===== src/rtl/rate_detect_pkg.sv =====
// Shared constants for rate_detect: default divider periods, FSM encoding and
// active-low 7-segment patterns (bit0=a .. bit6=g).
package rate_pkg;

    localparam int unsigned P0_DEF = 1;
    localparam int unsigned P1_DEF = 30000000;
    localparam int unsigned P2_DEF = 50000000;
    localparam int unsigned P3_DEF = 100000000;

    typedef enum logic {
        IDLE  = 1'b0,
        ARMED = 1'b1
    } state_e;

    localparam logic [6:0] SEG_0    = 7'b1000000;
    localparam logic [6:0] SEG_1    = 7'b1111001;
    localparam logic [6:0] SEG_2    = 7'b0100100;
    localparam logic [6:0] SEG_3    = 7'b0110000;
    localparam logic [6:0] SEG_DASH = 7'b0111111;

    function automatic logic [6:0] seg_digit(input logic [1:0] d);
        case (d)
            2'd0:    return SEG_0;
            2'd1:    return SEG_1;
            2'd2:    return SEG_2;
            default: return SEG_3;
        endcase
    endfunction

endpackage


===== src/rtl/rate_detect_classify.sv =====
// Maps a measured period onto the rate code whose nominal period lies within
// +/- tol clocks; the lowest code wins when windows overlap.
module period_classify #(
    parameter int unsigned CNT_W = 28
) (
    input  logic [CNT_W-1:0] period,
    input  logic [CNT_W-1:0] p0,
    input  logic [CNT_W-1:0] p1,
    input  logic [CNT_W-1:0] p2,
    input  logic [CNT_W-1:0] p3,
    input  logic [CNT_W-1:0] tol,
    output logic [1:0]       code,
    output logic             hit
);

    logic [CNT_W-1:0] pk [4];
    logic [3:0]       in_rng;

    assign pk = '{p0, p1, p2, p3};

    // Lower bound clamps at zero; upper bound carries one extra bit so it cannot wrap.
    for (genvar k = 0; k < 4; k++) begin : g_rng
        logic [CNT_W-1:0] lo;
        logic [CNT_W:0]   hi;
        assign lo        = (pk[k] > tol) ? (pk[k] - tol) : '0;
        assign hi        = {1'b0, pk[k]} + {1'b0, tol};
        assign in_rng[k] = (period >= lo) && ({1'b0, period} <= hi);
    end

    assign hit = |in_rng;

    always_comb begin
        if (in_rng[0])      code = 2'd0;
        else if (in_rng[1]) code = 2'd1;
        else if (in_rng[2]) code = 2'd2;
        else if (in_rng[3]) code = 2'd3;
        else                code = 2'd0;
    end

endmodule


===== src/rtl/rate_detect.sv =====
// Measures tick spacing and decodes it back to the 2-bit rate select code.
// Optional RATE_DETECT_HEX_EN adds a registered 7-segment view of the lock.
module rate_detect
    import rate_pkg::*;
#(
    parameter int unsigned CNT_W   = 28,
    parameter int unsigned P0      = P0_DEF,
    parameter int unsigned P1      = P1_DEF,
    parameter int unsigned P2      = P2_DEF,
    parameter int unsigned P3      = P3_DEF,
    parameter int unsigned TOL     = 2,
    parameter int unsigned MATCH_N = 2,
    parameter int unsigned TIMEOUT = 110000000
) (
    input  logic             clk,
    input  logic             reset,
    input  logic             pulse_in,
    output logic [1:0]       rate_sel,
    output logic             rate_valid,
    output logic             rate_err,
    output logic             timeout,
    output logic [CNT_W-1:0] period_out,
    output logic             new_meas
`ifdef RATE_DETECT_HEX_EN
    ,
    output logic [6:0]       hex_out
`endif
);

    localparam logic [CNT_W-1:0] TOL_C   = CNT_W'(TOL);
    localparam logic [CNT_W-1:0] TMO_C   = CNT_W'(TIMEOUT);
    localparam logic [CNT_W-1:0] CNT_MAX = '1;
    localparam logic [2:0]       MATCH_C = 3'(MATCH_N);

    state_e           state_q, state_d;
    logic [CNT_W-1:0] cnt_q, cnt_d;
    logic [CNT_W-1:0] period_q, period_d;
    logic [2:0]       match_q, match_d;
    logic [1:0]       sel_q, sel_d;
    logic             valid_q, valid_d;
    logic             err_q, err_d;
    logic             tmo_q, tmo_d;
    logic             new_meas_q, new_meas_d;

    logic [1:0]       cls_code;
    logic             cls_hit;

    period_classify #(.CNT_W(CNT_W)) u_classify (
        .period (cnt_q),
        .p0     (CNT_W'(P0)),
        .p1     (CNT_W'(P1)),
        .p2     (CNT_W'(P2)),
        .p3     (CNT_W'(P3)),
        .tol    (TOL_C),
        .code   (cls_code),
        .hit    (cls_hit)
    );

    // NOTE: every _d gets a hold default first so no path leaves it unassigned (no latches).
    always_comb begin
        state_d    = state_q;
        cnt_d      = cnt_q;
        period_d   = period_q;
        match_d    = match_q;
        sel_d      = sel_q;
        valid_d    = valid_q;
        err_d      = err_q;
        tmo_d      = tmo_q;
        new_meas_d = 1'b0;

        unique case (state_q)
            IDLE: begin
                if (pulse_in) begin
                    state_d = ARMED;
                    cnt_d   = CNT_W'(1);
                    tmo_d   = 1'b0;
                end
            end
            ARMED: begin
                if (pulse_in) begin
                    cnt_d      = CNT_W'(1);
                    tmo_d      = 1'b0;
                    period_d   = cnt_q;
                    new_meas_d = 1'b1;
                    if (!cls_hit) begin
                        err_d   = 1'b1;
                        match_d = '0;
                        valid_d = 1'b0;
                    end else begin
                        err_d = 1'b0;
                        if (cls_code == sel_q && match_q != '0) begin
                            match_d = (match_q >= MATCH_C) ? MATCH_C : match_q + 3'd1;
                        end else begin
                            sel_d   = cls_code;
                            match_d = 3'd1;
                        end
                        valid_d = (match_d >= MATCH_C);
                    end
                end else if (cnt_q >= TMO_C) begin
                    // Rate code and last period stay visible across a timeout.
                    state_d = IDLE;
                    valid_d = 1'b0;
                    match_d = '0;
                    tmo_d   = 1'b1;
                end else if (cnt_q != CNT_MAX) begin
                    cnt_d = cnt_q + CNT_W'(1);
                end
            end
            default: state_d = IDLE;
        endcase
    end

    // NOTE: state registers use non-blocking assignment so every flop samples pre-edge values.
    always_ff @(posedge clk) begin
        if (reset) begin
            state_q    <= IDLE;
            cnt_q      <= '0;
            period_q   <= '0;
            match_q    <= '0;
            sel_q      <= '0;
            valid_q    <= 1'b0;
            err_q      <= 1'b0;
            tmo_q      <= 1'b0;
            new_meas_q <= 1'b0;
`ifdef RATE_DETECT_HEX_EN
            hex_out    <= SEG_DASH;
`endif
        end else begin
            state_q    <= state_d;
            cnt_q      <= cnt_d;
            period_q   <= period_d;
            match_q    <= match_d;
            sel_q      <= sel_d;
            valid_q    <= valid_d;
            err_q      <= err_d;
            tmo_q      <= tmo_d;
            new_meas_q <= new_meas_d;
`ifdef RATE_DETECT_HEX_EN
            hex_out    <= valid_d ? seg_digit(sel_d) : SEG_DASH;
`endif
        end
    end

    assign rate_sel   = sel_q;
    assign rate_valid = valid_q;
    assign rate_err   = err_q;
    assign timeout    = tmo_q;
    assign period_out = period_q;
    assign new_meas   = new_meas_q;

endmodule


===== config.mk =====
export PLATFORM = sky130hd
export DESIGN_NAME = rate_detect
export DESIGN_NICKNAME = d
export VERILOG_FILES = /design/src/rtl/rate_detect_pkg.sv /design/src/rtl/rate_detect_classify.sv /design/src/rtl/rate_detect.sv
export SDC_FILE = /design/constraint.sdc
export NUM_CORES = 1
export LEC_CHECK = 0
export ABC_AREA = 1
export BUFFER_PORTS_ARGS = -buffer_cell sky130_fd_sc_hd__clkbuf_2
export CAP_MARGIN = 30
export CORE_AREA = 2 2 95 97
export DETAILED_ROUTE_END_ITERATION = 7
export DIE_AREA = 0 0 97 99
export GPL_ROUTABILITY_DRIVEN = 0
export PLACE_DENSITY = 0.68
export SYNTH_ARGS = -nofsm -noshare
export SYNTH_HDL_FRONTEND = slang
export SYNTH_SLANG_ARGS = --single-unit
export TNS_END_PERCENT = 10

===== constraint.sdc =====
create_clock -name clk -period 1.8 [get_ports clk]
set_clock_uncertainty 0.2 [all_clocks]
set_input_delay 0 -clock clk [delete_from_list [all_inputs] [get_ports clk]]
set_output_delay 0 -clock clk [all_outputs]
set_load 0.03 [all_outputs]

* Yosys cells after proc, flatten, opt, wreduce, memory -nomap -nowiden
Cells that the tools add are included.
** Cells by class
- Magnitude comparators :: 11
- Add/sub/neg operators :: 2
- Reduce and logical (&&, ||, !) cells :: 14
- Bitwise operators :: 2
- Multiplexer cells :: 29
- Equal/unequal tests :: 6
** Operators with widths (number)
- 2-to-1 mux 28 bit :: 4
- >= comparator 28 x 27 -> 1 bit (second input constant) :: 2
- one-hot mux 28 bit (2 select lines) :: 1
- adder 28 x 1 -> 28 bit (second input constant) :: 1
- >= comparator 28 x 1 -> 1 bit (second input constant) :: 1
- >= comparator 28 x 25 -> 1 bit (second input constant) :: 1
- >= comparator 28 x 26 -> 1 bit (second input constant) :: 1
- less-or-equal comparator 28 x 2 -> 1 bit (second input constant) :: 1
- less-or-equal comparator 28 x 25 -> 1 bit (second input constant) :: 1
- less-or-equal comparator 28 x 26 -> 1 bit (second input constant) :: 1
- less-or-equal comparator 28 x 27 -> 1 bit (second input constant) :: 1
- != test 28 bit (second input constant) :: 1
- 2-to-1 mux 3 bit :: 8
- 2-to-1 mux 1 bit :: 10
- 2-to-1 mux 2 bit :: 4
- >= comparator 3 x 2 -> 1 bit (second input constant) :: 2
- != test 3 x 2 -> 1 bit (second input constant) :: 2
- AND reduction 2 bit :: 3
- logical AND 1 bit :: 5
- one-hot mux 1 bit (2 select lines) :: 2
- AND reduction 4 bit :: 1
- OR reduction 4 bit :: 1
- adder 3 x 1 -> 3 bit (second input constant) :: 1
- != test 3 bit (second input constant) :: 1
- 7 further kinds :: 8
** Word-level totals
- Flip-flop bits (word level) :: 66
- Input port bits :: 3

* Depth between registers and ports, before layout
Gate-level depths: netlist (run 1).
- Depth after elaboration :: 15
- Depth in mapped cells :: 19

* Modules after synthesis
From an unflattened synthesis (run 1), not the netlist that was laid out.
** Unflattened totals
- Cell total of the unflattened synthesis :: 3599
- Area, all modules :: 22099.9 µm²
** Modules (own cells, without submodules)
- period_classify :: area each 18704.2 µm², seq. area each 0.0 µm², cells each 3076, times used 1
- rate_detect :: area each 3395.8 µm², seq. area each 1321.3 µm², cells each 523, times used 1

* Worst setup path after synthesis (run 1)
No wires, ideal clock.
- Kind :: reg2reg
- From :: register cnt_q[1]
- To :: register cnt_q[24]
- Arrival time :: 1.695 ns
- Required time :: 1.485 ns
- Cell stages (with the launch flop) :: 12
- Period minus slack after synthesis :: 2.010 ns
- Slack :: -0.210 ns
- Path buffers :: 0
- Path through :: dfxtp_1 ha_1 nand2_1 nor2_1 inv_2 nor2_1 inv_2 nor2_2 nand4_1 nor3_1 a21oi_1 o21ba_1
** On the way
- Word-level cells in the longest chain between the ends :: 5
- Elaborated cells between the ends (all ways) :: 10
- Classes of those cells :: add/sub: 1; order compare: 1; eq/ne: 3; mux: 4; reduce/logical: 1
** RTL lines
- start: declaration :: RTL line rate_detect.sv:36 : logic [CNT_W-1:0] cnt_q, cnt_d;
- start signal: assignment :: RTL line rate_detect.sv:130 : cnt_q <= cnt_d;
- adder 28 x 1 -> 28 bit :: RTL line rate_detect.sv:106 : cnt_d = cnt_q + CNT_W'(1);
- 2-to-1 mux 28 bit :: RTL line rate_detect.sv:105 : end else if (cnt_q != CNT_MAX) begin
- 2-to-1 mux 28 bit :: RTL line rate_detect.sv:99 : end else if (cnt_q >= TMO_C) begin
- 2-to-1 mux 28 bit :: RTL line rate_detect.sv:80 : if (pulse_in) begin
- one-hot mux 28 bit (2 select lines) :: RTL line rate_detect.sv:71 : unique case (state_q)
Several ways; a longest one is shown, not always the timed one. The select of a mux whose other input is x is not followed.
A chain may end at the register's enable or synchronous reset.

* Worst setup path in the final report (run 1)
- From :: register cnt_q[22]
- To :: register valid_q, in the netlist rate_valid
** On the way
- Word-level cells in the longest chain between the ends :: 15
- Elaborated cells between the ends (all ways) :: 29
- Classes of those cells :: order compare: 10; eq/ne: 1; mux: 10; reduce/logical: 8
** RTL lines
- >= comparator 28 x 27 -> 1 bit or less-or-equal comparator 28 x 27 -> 1 bit (tied branches) :: RTL line rate_detect_classify.sv:27 : assign in_rng[k] = (period >= lo) && ({1'b0, period} <= hi);
- logical AND 1 bit :: RTL line rate_detect_classify.sv:27
- 2-to-1 mux 2 bit :: RTL line rate_detect_classify.sv:36 : else if (in_rng[3]) code = 2'd3;
- 2-to-1 mux 2 bit :: RTL line rate_detect_classify.sv:35 : else if (in_rng[2]) code = 2'd2;
- 2-to-1 mux 2 bit :: RTL line rate_detect_classify.sv:34 : else if (in_rng[1]) code = 2'd1;
- 2-to-1 mux 2 bit :: RTL line rate_detect_classify.sv:33 : if (in_rng[0]) code = 2'd0;
- equality test 2 bit :: RTL line rate_detect.sv:91 : if (cls_code == sel_q && match_q != '0) begin
- logical AND 1 bit :: RTL line rate_detect.sv:91
- 2-to-1 mux 3 bit :: RTL line rate_detect.sv:91
- 2-to-1 mux 3 bit :: RTL line rate_detect.sv:85 : if (!cls_hit) begin
- 2-to-1 mux 3 bit :: RTL line rate_detect.sv:80
- 2-to-1 mux 3 bit :: RTL line rate_detect.sv:71
- >= comparator 3 x 2 -> 1 bit :: RTL line rate_detect.sv:97 : valid_d = (match_d >= MATCH_C);
- 2-to-1 mux 1 bit :: RTL line rate_detect.sv:85
- 2-to-1 mux 1 bit :: RTL line rate_detect.sv:80
- end signal: assignment :: RTL line rate_detect.sv:134 : valid_q <= valid_d;
- end: declaration :: RTL line rate_detect.sv:40 : logic valid_q, valid_d;
Several ways; a longest one is shown, not always the timed one. The select of a mux whose other input is x is not followed.

==> metrics.txt, run 1 <==
status finished with violations; worst endpoint data arrival time 2.29 ns; largest net degree at the start of global routing 36; number of buffers created by CTS 9; first-pass GRT wire length 19.8 mm; max incr delay on CP 0.39 ns; Multi-input gate area 0.00245 sq mm; Post-DRT Antenna Nets 0; Antenna diodes 0; layout cells sized above 1 46.8%; Yosys warnings 0; DRC violations left 0; Placeable Area 0.00855 sq mm; Hold Startpoint timeout$_SDFFE_PP0P_; TritonCTS clock tree built; initial core utilization 43.6%; Filler Cells Inserted 642; Synth Instances 549; mapped cell area 0.00373 sq mm; Clock Pin Slew Worst Setup and Hold Paths 0.08 ns; Leak Pwr 2.48 nW; Area growth, synth to finish 53.1%; Final Max Slew Viols 0; Worst R2R Start cnt_q[22]$_SDFFE_PP0P_; max_cap viols 0; CP most frequent cell nand2_2; GR Overflow Total 0; initial antenna violation count 0; Power per Cell Area 591 mW/mm^2; Crit-path slowest cell dfxtp_4; worst hold slack 0.263 ns; violations in the final reports setup timing; CP cell instances nand2_8, nor2_4, buf_4, nand3_1, nor2_1, nor2_2, nand2_1, nand2_2, a21oi_4, nand2_2, nand2_4, nor2_4, nand2_2, nand3_2, nand2_1, inv_1; area share of the largest cell type after synthesis 35.4%; Max H-tree Level 3; Bufs on Longest Clock Path 2; Yosys reg bits 66; vias per cell 5.48; NumNets Final 720; Max FO, Critical Path 6; Worst Setup SP cnt_q[22]$_SDFFE_PP0P_; fmax 0.451 GHz; clock latency on the worst-skew pair 0.37 ns; Site Rows 34; Fin. Hold Viols 0; gr usage total 25.5%; PnR worst setup slack -0.419 ns; syn_nets 556; die area 0.00960 sq mm; die width 97 microns; Initial DRC Count 478; Clock Sinks 66; Setup CP Type reg -> reg; post-detail-place hpwl 8.80 mm; root buffer cell clkbuf_8; WL final 13.1 mm; setup violators final 35; sequential area share after synthesis 35.4%; final setup TNS -8.78 ns; RSZ-0062 raised after global routing true; worst min-delay path class reg -> reg; fin crit share 123%; sequential cell area 0.00138 sq mm; DIE HEIGHT 99 microns; via count 4,525; Ports 37; number of global-route vias before repair 4,117; Pwr Total 0.00337 W; port buffer count 36; drt wl/cell 15.8 microns; 1st-pass router iterations 6; VDD IR-drop max 0.523 mV; Worst Max-Slew Pin Slew 0.581 ns; CP Launch Type flop; Worst setup EP type flop; largest cells by area after synthesis dfxtp_1, nand2_1, a21oi_1, nor2_1, o21ai_0; syn_area_per_cell 6.79 sq um; Slew HR 61.2%; Final Critical Period 2.22 ns; Synth area leader dfxtp_1; WP data required 1.87 ns; Synth cell types 41
-- power breakdown --
part	total (W)	leakage [nW]	switching, W	internal [W]
Combinational	0.000515	1.83	0.000326	0.000190
Sequential	0.00154	0.552	0.0000366	0.00150
Clock	0.00132	0.100	0.000668	0.000651
-- final cells by class --
| type | instances | area share, % |
|---|---|---|
| timing repair buffer | 175 | 22.7 |
| multi-input combinational | 400 | 43.0 |
| tap | 108 | 2.37 |
| sequential | 66 | 24.1 |
| clock buffer | 9 | 2.17 |
| clock inverter | 7 | 1.36 |
| inverter | 61 | 4.30 |
-- cells in the final DEF, fill, tap and decap left out, types with 18 or more instances in the layout --
master / count
nand3_1: 25
nor2_1: 46
nand2_2: 22
dfxtp_1: 41
buf_4: 124
a21oi_1: 48
o21ai_0: 40
nor2_2: 19
inv_1: 41
nand2_1: 78
clkbuf_2: 36
nor2_4: 18
-- worst paths after layout --
check	end	slack, ns	cells after the start
min reg2reg	timeout$_SDFFE_PP0P_	0.26	2
max	rate_valid$_SDFFE_PP0P_	-0.42	16
min	timeout$_SDFFE_PP0P_	0.26	2
max reg2reg	rate_valid$_SDFFE_PP0P_	-0.42	16
-- what timing repair did --
item,4_1_cts,5_1_grt
setup buffers,8,10
hold buffers,3,0
endpoints found under the setup margin,34,36
pin swaps,29,51
endpoints found under the hold margin,21,0
resized for setup,61,77
-- flip-flops by register name, summed over array words and instances, names as in the netlist --
signal / count
cnt_q: 28
match_q: 3
new_meas: 1
period_out: 28
rate_err: 1
rate_sel: 2
rate_valid: 1
state_q: 1
timeout: 1
-- stage by stage --
| step | cell area [sq um] | setup WS (ns) | instances | util (%) |
|---|---|---|---|---|
| after floorplan | 3780 | -0.0931 | 549 | - |
| after global placement | 4870 | -0.402 | 789 | 57.0 |
| after detailed placement | 4870 | -0.416 | 789 | 57.0 |
| after CTS | 5350 | -0.273 | 816 | 62.6 |
| after global routing | 5710 | -0.524 | 826 | 66.8 |
| final | 5710 | -0.419 | 826 | 66.8 |
-- worst max-delay path, delay by kind of cell (launching register included) --
family                 cells  cell delay, ns
AND/OR/NAND/NOR           13            1.18
flip-flops                 1            0.39
AO/OA/AOI/OAI              1            0.15
buffers and inverters      2            0.18
-- per-layer routing --
| metal | up-vias | wire length [microns] | global-route usage, % |
|---|---|---|---|
| met5 | - | 0 | 0 |
| met4 | 0 | 681 | 12.0 |
| met3 | 80 | 1010 | 4.40 |
| met2 | 246 | 6120 | 42.0 |
| met1 | 2051 | 5270 | 32.7 |
| li1 | 2148 | - | - |
-- cells by family (layout without fill, tap and decap cells) --
family | after synthesis | after routing | synth area share, %
and+or+nand+nor | 270 | 270 | 35.1
adders and majority gates | 4 | 4 | 1.34
DFF | 66 | 66 | 35.4
AOI/OAI and AO/OA | 120 | 120 | 17.5
xor gates and xnor gates | 6 | 6 | 1.41
buffers and inverters | 83 | 252 | 9.26
-- synth_stat cells, drive strengths merged --
cell / instances
nand2: 108
nor2: 84
dfxtp: 66
inv: 61
a21oi: 54
o21ai: 46
nand3: 34
nor3: 22
nand4: 14
buf: 12
clkbuf: 10
xor2: 6
a31oi: 5
nor4: 5
a211oi: 4
ha: 4
o2111ai: 2
o21a: 2
o21bai: 2
o22ai: 2
or2: 2
a21boi: 1
a41oi: 1
and2: 1
o21ba: 1
(Power assumes the default switching activity.)
==> run 2, diff against run 1 <==
--- a/config.mk
+++ b/config.mk
@@ -13,6 +13,7 @@
 export DIE_AREA = 0 0 97 99
 export GPL_ROUTABILITY_DRIVEN = 0
 export PLACE_DENSITY = 0.68
+export SKIP_LAST_GASP = 1
 export SYNTH_ARGS = -nofsm -noshare
 export SYNTH_HDL_FRONTEND = slang
 export SYNTH_SLANG_ARGS = --single-unit
==> constraint.sdc (replaced) <==
create_clock -name clk -period 1.8 [get_ports clk]
set_clock_uncertainty 0.2 [all_clocks]
set_input_delay 0 -clock clk [delete_from_list [all_inputs] [get_ports clk]]
set_output_delay 0 -clock clk [all_outputs]
set_load 0.02 [all_outputs]
==> run 2 against run 1 <==
The run still ends with setup timing left; power is 7.3% higher; count of clock-buffer cells in the layout increased by 2; non-clock buffer count stayed put; wire length decreased by 0.96%; largest power group is now the clock network.
==> metrics.txt, run 2 (synthesis gave the netlist of run 1 again) <==
PnR worst setup slack -0.403 ns (+0.0160 ns); first-pass GRT wire length 20.3 mm (+3.0%); initial core utilization 43.6% (unchanged); Worst setup EP type flop; worst min-delay path class reg -> reg; DRC violations left 0 (unchanged); TritonCTS clock tree built; Setup CP Type reg -> reg; Antenna diodes 0 (unchanged); largest net degree at the start of global routing 36 (unchanged); DIE HEIGHT 99 microns (unchanged); Filler Cells Inserted 671 (+4.5%); CP cell instances nor2_2, o21ai_0, a31oi_2, nand4_1, nand2_2, inv_2, buf_4, nor2_1, xor2_1, nor2_1; Pwr Total 0.00362 W (+7.3%); design area 0.00564 sq mm (-1.1%); setup violators final 36 (+2.9%); layout cells sized above 1 43.6% (-3.2 points); gr usage total 26.1% (+0.56 points); Final Max Slew Viols 0 (unchanged); FF-to-FF path depth 10 (-6); fin crit share 122% (-0.89 points); post-detail-place hpwl 8.93 mm (+1.5%); die area 0.00960 sq mm (unchanged); NumNets Final 720 (unchanged); GR Overflow Total 0 (unchanged); Reg-to-Reg End cnt_q[16]$_SDFFE_PP0P_; Worst Setup SP cnt_q[20]$_SDFFE_PP0P_; max incr delay on CP 0.37 ns (-0.02 ns); Crit-path slowest cell dfxtp_4; commonest non-fill, non-tap cell in the layout buf_4; status finished with violations; number of global-route vias before repair 4,325 (+5.1%); most frequent cells in the layout buf_4, nand2_1, a21oi_1, nor2_1, dfxtp_1; Clock Sinks 66 (unchanged); Clock Pin Slew Worst Setup and Hold Paths 0.08 ns (about the same); Final Critical Period 2.20 ns (-0.0160 ns); WL final 13.0 mm (-0.96%); Max FO, Critical Path 5 (-1); combinational fraction of design power 12.6% (-2.7 points); CP Launch Type flop; Worst setup endpoint cnt_q[16]$_SDFFE_PP0P_; Leak Pwr 2.43 nW (-1.8%); Area growth, synth to finish 51.4%; Place WS -0.406 ns (+0.0100 ns); drt wl/cell 15.7 microns (-0.96%); Worst R2R Start cnt_q[20]$_SDFFE_PP0P_; Clock Power Share 44.8% (+5.7 points); RSZ-0062 raised after global routing true; Placeable Area 0.00855 sq mm (unchanged); Psw 0.000925 W (-10%); Initial DRC Count 449 (-6.1%); Slew HR 74.1% (+13 points); VDD IR-drop max 0.697 mV (+33%); initial antenna violation count 0 (unchanged); final setup TNS -10.75 ns (-1.97 ns); CP most frequent cell nor2_1; Sw Ratio 25.6% (-5.0 points); Bufs on Longest Clock Path 2 (unchanged); Site Rows 34 (unchanged); Internal Pwr Total 0.00269 W (+15%); Post-DRT Antenna Nets 0 (unchanged); root buffer cell clkbuf_8; Fin. Hold Viols 0 (unchanged); via count 4,471 (-1.2%); vias per cell 5.41 (-1.2%); number of buffers created by CTS 9 (unchanged); 1st-pass router iterations 5 (-1); Worst Max-Slew Pin Slew 0.385 ns (-0.196 ns); clock latency on the worst-skew pair 0.36 ns (about the same); Ports 37 (unchanged); fmax 0.454 GHz (+0.72%); Sequential Power Share 42.7% (-2.9 points); port buffer count 36 (unchanged); internal reg-to-reg setup slack -0.40 ns (+0.02 ns); Max H-tree Level 3 (unchanged); Power per Cell Area 641 mW/mm^2 (+8.5%); worst hold slack 0.252 ns (-0.0115 ns); WP data required 1.84 ns (-0.03 ns); violations in the final reports setup timing; placed cell area 0.00496 sq mm (+1.7%); worst endpoint data arrival time 2.25 ns (-0.04 ns); die width 97 microns (unchanged); max_cap viols 0 (unchanged)
-- run 2: cell types whose count changed in the layout (fill, tap and decap cells not counted), moves of 4 or more --
cell / previous run / this run
nand3_2: 7 / 2
buf_6: 8 / 3
a21oi_1: 48 / 52
nand3_1: 25 / 29
nand2_2: 22 / 18
buf_4: 124 / 130
nand2_1: 78 / 85
-- run 2: per-stage QoR --
stage,utilization [%],cells
floorplan,-,549
global placement,58.0,797
detailed placement,58.0,797
CTS,63.2,822
global route,66.0,826
finish,66.0,826
-- run 2: final cells by class --
cell class                 count  area, sq um  share of cell area (%)
multi-input combinational    400         2340                    41.5
sequential                    66         1380                    24.4
timing repair buffer         175         1290                    22.9
inverter                      61          239                    4.23
clock buffer                  11          153                    2.70
tap                          108          135                    2.39
clock inverter                 5          108                    1.91
-- run 2: what timing repair did --
item / CTS / global route
cloned: 1 / 0
resized for setup: 30 / 61
endpoints found under the hold margin: 23 / 0
endpoints found under the setup margin: 35 / 38
setup buffers: 5 / 4
hold buffers: 3 / 0
pin swaps: 20 / 28
-- run 2: worst max-delay path: cells and delay by family (launching register included) --
kind	cells	cell delay (ns)
and+or+nand+nor	5	0.65
DFF	1	0.37
buffers and inverters	2	0.28
xor gates and xnor gates	1	0.18
AOI/OAI and AO/OA	2	0.40
-- run 2: power groups by stage --
stage / Sequential [W] / Clock, W / Combinational, W
floorplan: 0.00163 / 0 / 0.000199
global placement: 0.00158 / 0 / 0.000391
detailed placement: 0.00159 / 0 / 0.000400
CTS: 0.00155 / 0.00163 / 0.000433
global route: 0.00155 / 0.00169 / 0.000497
finish: 0.00154 / 0.00162 / 0.000454
-- run 2: per-layer routing --
metal / vias to the layer above / GRT usage (%) / wire length [microns]
li1: 2156 / - / -
met1: 2055 / 30.7 / 5190
met2: 196 / 43.9 / 6180
met3: 64 / 6.52 / 950
met4: 0 / 13.9 / 634
met5: - / 0 / 0
-- run 2: worst min-delay path by stage --
stage	end	cells past startpoint	slack [ns]	start
floorplan	cnt_q[1]$_SDFFE_PP0P_	1	-0.13	reset
global placement	new_meas$_SDFF_PP0_	3	0.11	pulse_in
detailed placement	new_meas$_SDFF_PP0_	3	0.11	pulse_in
CTS	timeout$_SDFFE_PP0P_	2	0.26	timeout$_SDFFE_PP0P_
global route	timeout$_SDFFE_PP0P_	2	0.27	timeout$_SDFFE_PP0P_
finish	timeout$_SDFFE_PP0P_	2	0.25	timeout$_SDFFE_PP0P_
==> run 3, diff against run 2 <==
--- a/config.mk
+++ b/config.mk
@@ -8,13 +8,14 @@
 export ABC_AREA = 1
 export BUFFER_PORTS_ARGS = -buffer_cell sky130_fd_sc_hd__clkbuf_2
 export CAP_MARGIN = 30
-export CORE_AREA = 2 2 95 97
+export CORE_AREA = 2 2 225 227
 export DETAILED_ROUTE_END_ITERATION = 7
-export DIE_AREA = 0 0 97 99
+export DIE_AREA = 0 0 227 229
 export GPL_ROUTABILITY_DRIVEN = 0
-export PLACE_DENSITY = 0.68
+export PLACE_DENSITY = 0.66
 export SKIP_LAST_GASP = 1
 export SYNTH_ARGS = -nofsm -noshare
 export SYNTH_HDL_FRONTEND = slang
+export SYNTH_HIERARCHICAL = 1
 export SYNTH_SLANG_ARGS = --single-unit
 export TNS_END_PERCENT = 10
==> run 3 against run 2 <==
The run still ends with setup timing left; fmax fell by 27%; synthesized area grew to 5.9 times the previous value; non-clock buffer count grew 109; sequential power barely moved; first-iteration DRC count rose to 6.1 times the previous value; critical path depth rose by 11; count of clock-buffer cells in the layout fell by 2; combinational power increased to 20 times the previous value; core utilization decreased by 11 points; flip-flop and latch count unchanged; power grew to 3.4 times the previous value; largest cell class unchanged.
==> metrics.txt, run 3 <==
initial antenna violation count 0 (unchanged); VDD IR-drop max 0.483 mV (-31%); Worst R2R Start cnt_q[6]$_SDFFE_PP0P_; internal reg-to-reg setup slack -1.22 ns (-0.82 ns); first-pass GRT wire length 125 mm (+520%); number of buffers created by CTS 9 (unchanged); cell with the most instances after synthesis nand2_1; Filler Cells Inserted 5,060 (+650%); Post-synth top cells nand2_1, ha_1, nor2_1, inv_1, a21oi_1; Post-Route M1 WL 36.1 mm (+590%); status finished with violations; die area 0.0520 sq mm (+440%); Synth async-reset ratio 0% (unchanged); Synth Instances 3,599 (+560%); initial core utilization 44.5% (+0.90 points); worst min-delay path class reg -> reg; sequential area share after synthesis 5.98% (-29 points); FF-to-FF path depth 21 (+11); Final Max Slew Viols 0 (unchanged); Synth area leader ha_1; Reg-to-Reg End rate_valid$_SDFFE_PP0P_; 1st-pass router iterations 6 (+1); Power per Cell Area 449 mW/mm^2 (-30%); Clock Pin Slew Worst Setup and Hold Paths 0.06 ns (-0.02 ns); die width 227 microns (+130%); Hold Path Stages 2 (unchanged); DIE HEIGHT 229 microns (+130%); number of global-route vias before repair 23,271 (+440%); setup violators final 37 (+2.8%); NumNets Final 4,631 (+540%); mapped cell area 0.0221 sq mm (+490%); sequential cell area 0.00140 sq mm (+1.9%); Bufs on Longest Clock Path 2 (unchanged); commonest non-fill, non-tap cell in the layout nand2_1; DRC violations left 0 (unchanged); Fin. Hold Viols 0 (unchanged); largest net degree at the start of global routing 48 (+33%); highest metal used met4; Leak Pwr 14.3 nW (+490%); final setup TNS -20.56 ns (-9.81 ns); fin crit share 168% (+45 points); post-detail-place hpwl 66.8 mm (+650%); Placeable Area 0.0497 sq mm (+480%); Max FO, Critical Path 4 (-1); Area growth, synth to finish 23.3%; max_cap viols 0 (unchanged); CP Launch Type flop; via count 25,660 (+470%); Synth cell types 65 (+59%); Worst setup EP type flop; violations in the final reports setup timing; metal3 WL 6.21 mm (+550%); layout cells sized above 1 14.4% (-29 points); TritonCTS clock tree built; worst endpoint data arrival time 3.05 ns (+0.80 ns); largest cells by area after synthesis ha_1, nand2_1, a21oi_1, nor2_1, inv_1; Post-DRT Antenna Nets 0 (unchanged); Hold Startpoint period_out[2]$_SDFFE_PP0P_; gr usage total 30.7% (+4.6 points); drt wl/cell 16.8 microns (+6.9%); syn_area_per_cell 6.14 sq um (-9.6%); Antenna diodes 0 (unchanged); root buffer cell clkbuf_16; GR Overflow Total 0 (unchanged); Routed met2 length 35.6 mm (+480%); WL final 81.2 mm (+530%); Multi-input gate area 0.0206 sq mm (+780%); Setup CP Type reg -> reg; WP data required 1.83 ns (about the same); main flop type after synthesis dfxtp_1; Ports 37 (unchanged); Max H-tree Level 3 (unchanged); fmax 0.331 GHz (-27%); Clock Sinks 66 (unchanged); port buffer count 36 (unchanged); Post-synth EDFFs 0 (unchanged); Site Rows 82 (+140%); vias per cell 5.30 (-2.1%); clock latency on the worst-skew pair 0.34 ns (-0.02 ns); Place WS -1.46 ns (-1.05 ns); RSZ-0062 raised after global routing true; Yosys reg bits 66 (unchanged); hold endpoint period_out[2]$_SDFFE_PP0P_; Initial DRC Count 2,749 (+510%); most frequent cells in the layout nand2_1, ha_1, nor2_1, inv_1, a21oi_1; Final Critical Period 3.02 ns (+0.816 ns); area share of the largest cell type after synthesis 25.6% (-9.8 points); PnR worst setup slack -1.22 ns (-0.816 ns); Yosys warnings 6 (+6)
## run 3: power breakdown
part / internal [W] / switching [W]
clock: 0.000940 / 0.000757
sequential: 0.00150 / 0.0000611
combinational: 0.00332 / 0.00566
total: 0.00577 / 0.00648
## run 3: logic make-up after synthesis
group                      Yosys count  share of synthesized area [%]
other                                2                         0.0340
adders and majority gates          461                           26.4
buffers and inverters              546                           10.2
xor gates and xnor gates           116                           4.60
and+or+nand+nor                   1614                           32.4
DFF                                 66                           5.98
AOI/OAI and AO/OA                  794                           20.4
## run 3: worst max-delay path by stage
stage / from / end / slack [ns] / depth (start not counted)
2_1_floorplan: cnt_q[10]$_SDFFE_PP0P_ / rate_valid$_SDFFE_PP0P_ / -0.74 / 17
3_3_place_gp: cnt_q[0]$_SDFFE_PP0P_ / rate_sel[0]$_SDFFE_PP0P_ / -1.47 / 17
3_5_place_dp: cnt_q[0]$_SDFFE_PP0P_ / rate_sel[0]$_SDFFE_PP0P_ / -1.46 / 17
4_1_cts: cnt_q[11]$_SDFFE_PP0P_ / rate_valid$_SDFFE_PP0P_ / -1.17 / 18
5_1_grt: cnt_q[16]$_SDFFE_PP0P_ / rate_valid$_SDFFE_PP0P_ / -1.37 / 24
6_report: cnt_q[6]$_SDFFE_PP0P_ / rate_valid$_SDFFE_PP0P_ / -1.22 / 21
## run 3: area by class of cell
| cell class | instances | area share [%] |
|---|---|---|
| inverters | 446 | 6.17 |
| clock inverters | 7 | 0.188 |
| repair buffers | 284 | 9.11 |
| multi-input cells | 3360 | 75.5 |
| clock buffers | 9 | 0.826 |
| flip-flops and latches | 66 | 5.14 |
| well taps | 672 | 3.09 |
## run 3: routing by layer
| layer | global-route usage (%) | up-vias |
|---|---|---|
| met5 | 0 | - |
| met4 | 11.0 | 0 |
| met3 | 2.45 | 163 |
| met2 | 49.8 | 993 |
| met1 | 42.2 | 11654 |
| li1 | - | 12850 |
## run 3: metrics by stage
step / area, sq um / total power, W / util, % / cells / hold WS (ns)
detailed placement: 25900 / 0.00846 / 52.2 / 4789 / 0.0853
CTS: 26900 / 0.0104 / 54.3 / 4838 / 0.278
finish: 27300 / 0.0122 / 54.9 / 4844 / 0.281
global route: 27300 / 0.0133 / 54.9 / 4844 / 0.307
floorplan: 23700 / 0.00742 / - / 3972 / -0.121
global placement: 25900 / 0.00844 / 52.2 / 4789 / 0.0869
## run 3: timing repair
action / in CTS / in global routing
setup buffers: 32 / 7
pin swaps: 43 / 27
endpoints found under the hold margin: 28 / 0
hold buffers: 2 / 0
setup endpoints to repair: 37 / 37
resized for setup: 85 / 49
## run 3: critical path, cell delays in order (launching register included)
cell and delay (ns):
dfxtp_4 0.42, buf_12 0.12, ha_1 0.24, nand2_1 0.07, nand2_1 0.05, nand3_1 0.07
nand2_1 0.06, a21oi_1 0.17, a21oi_2 0.08, nand3_1 0.08, nand2_1 0.08, a21oi_2 0.24
nand2_4 0.08, a21oi_4 0.19, inv_2 0.07, or2_4 0.23, nand3_2 0.07, nor2_4 0.05
o21ai_1 0.07, nor2_1 0.07, o21ai_1 0.12, o21ai_1 0.07
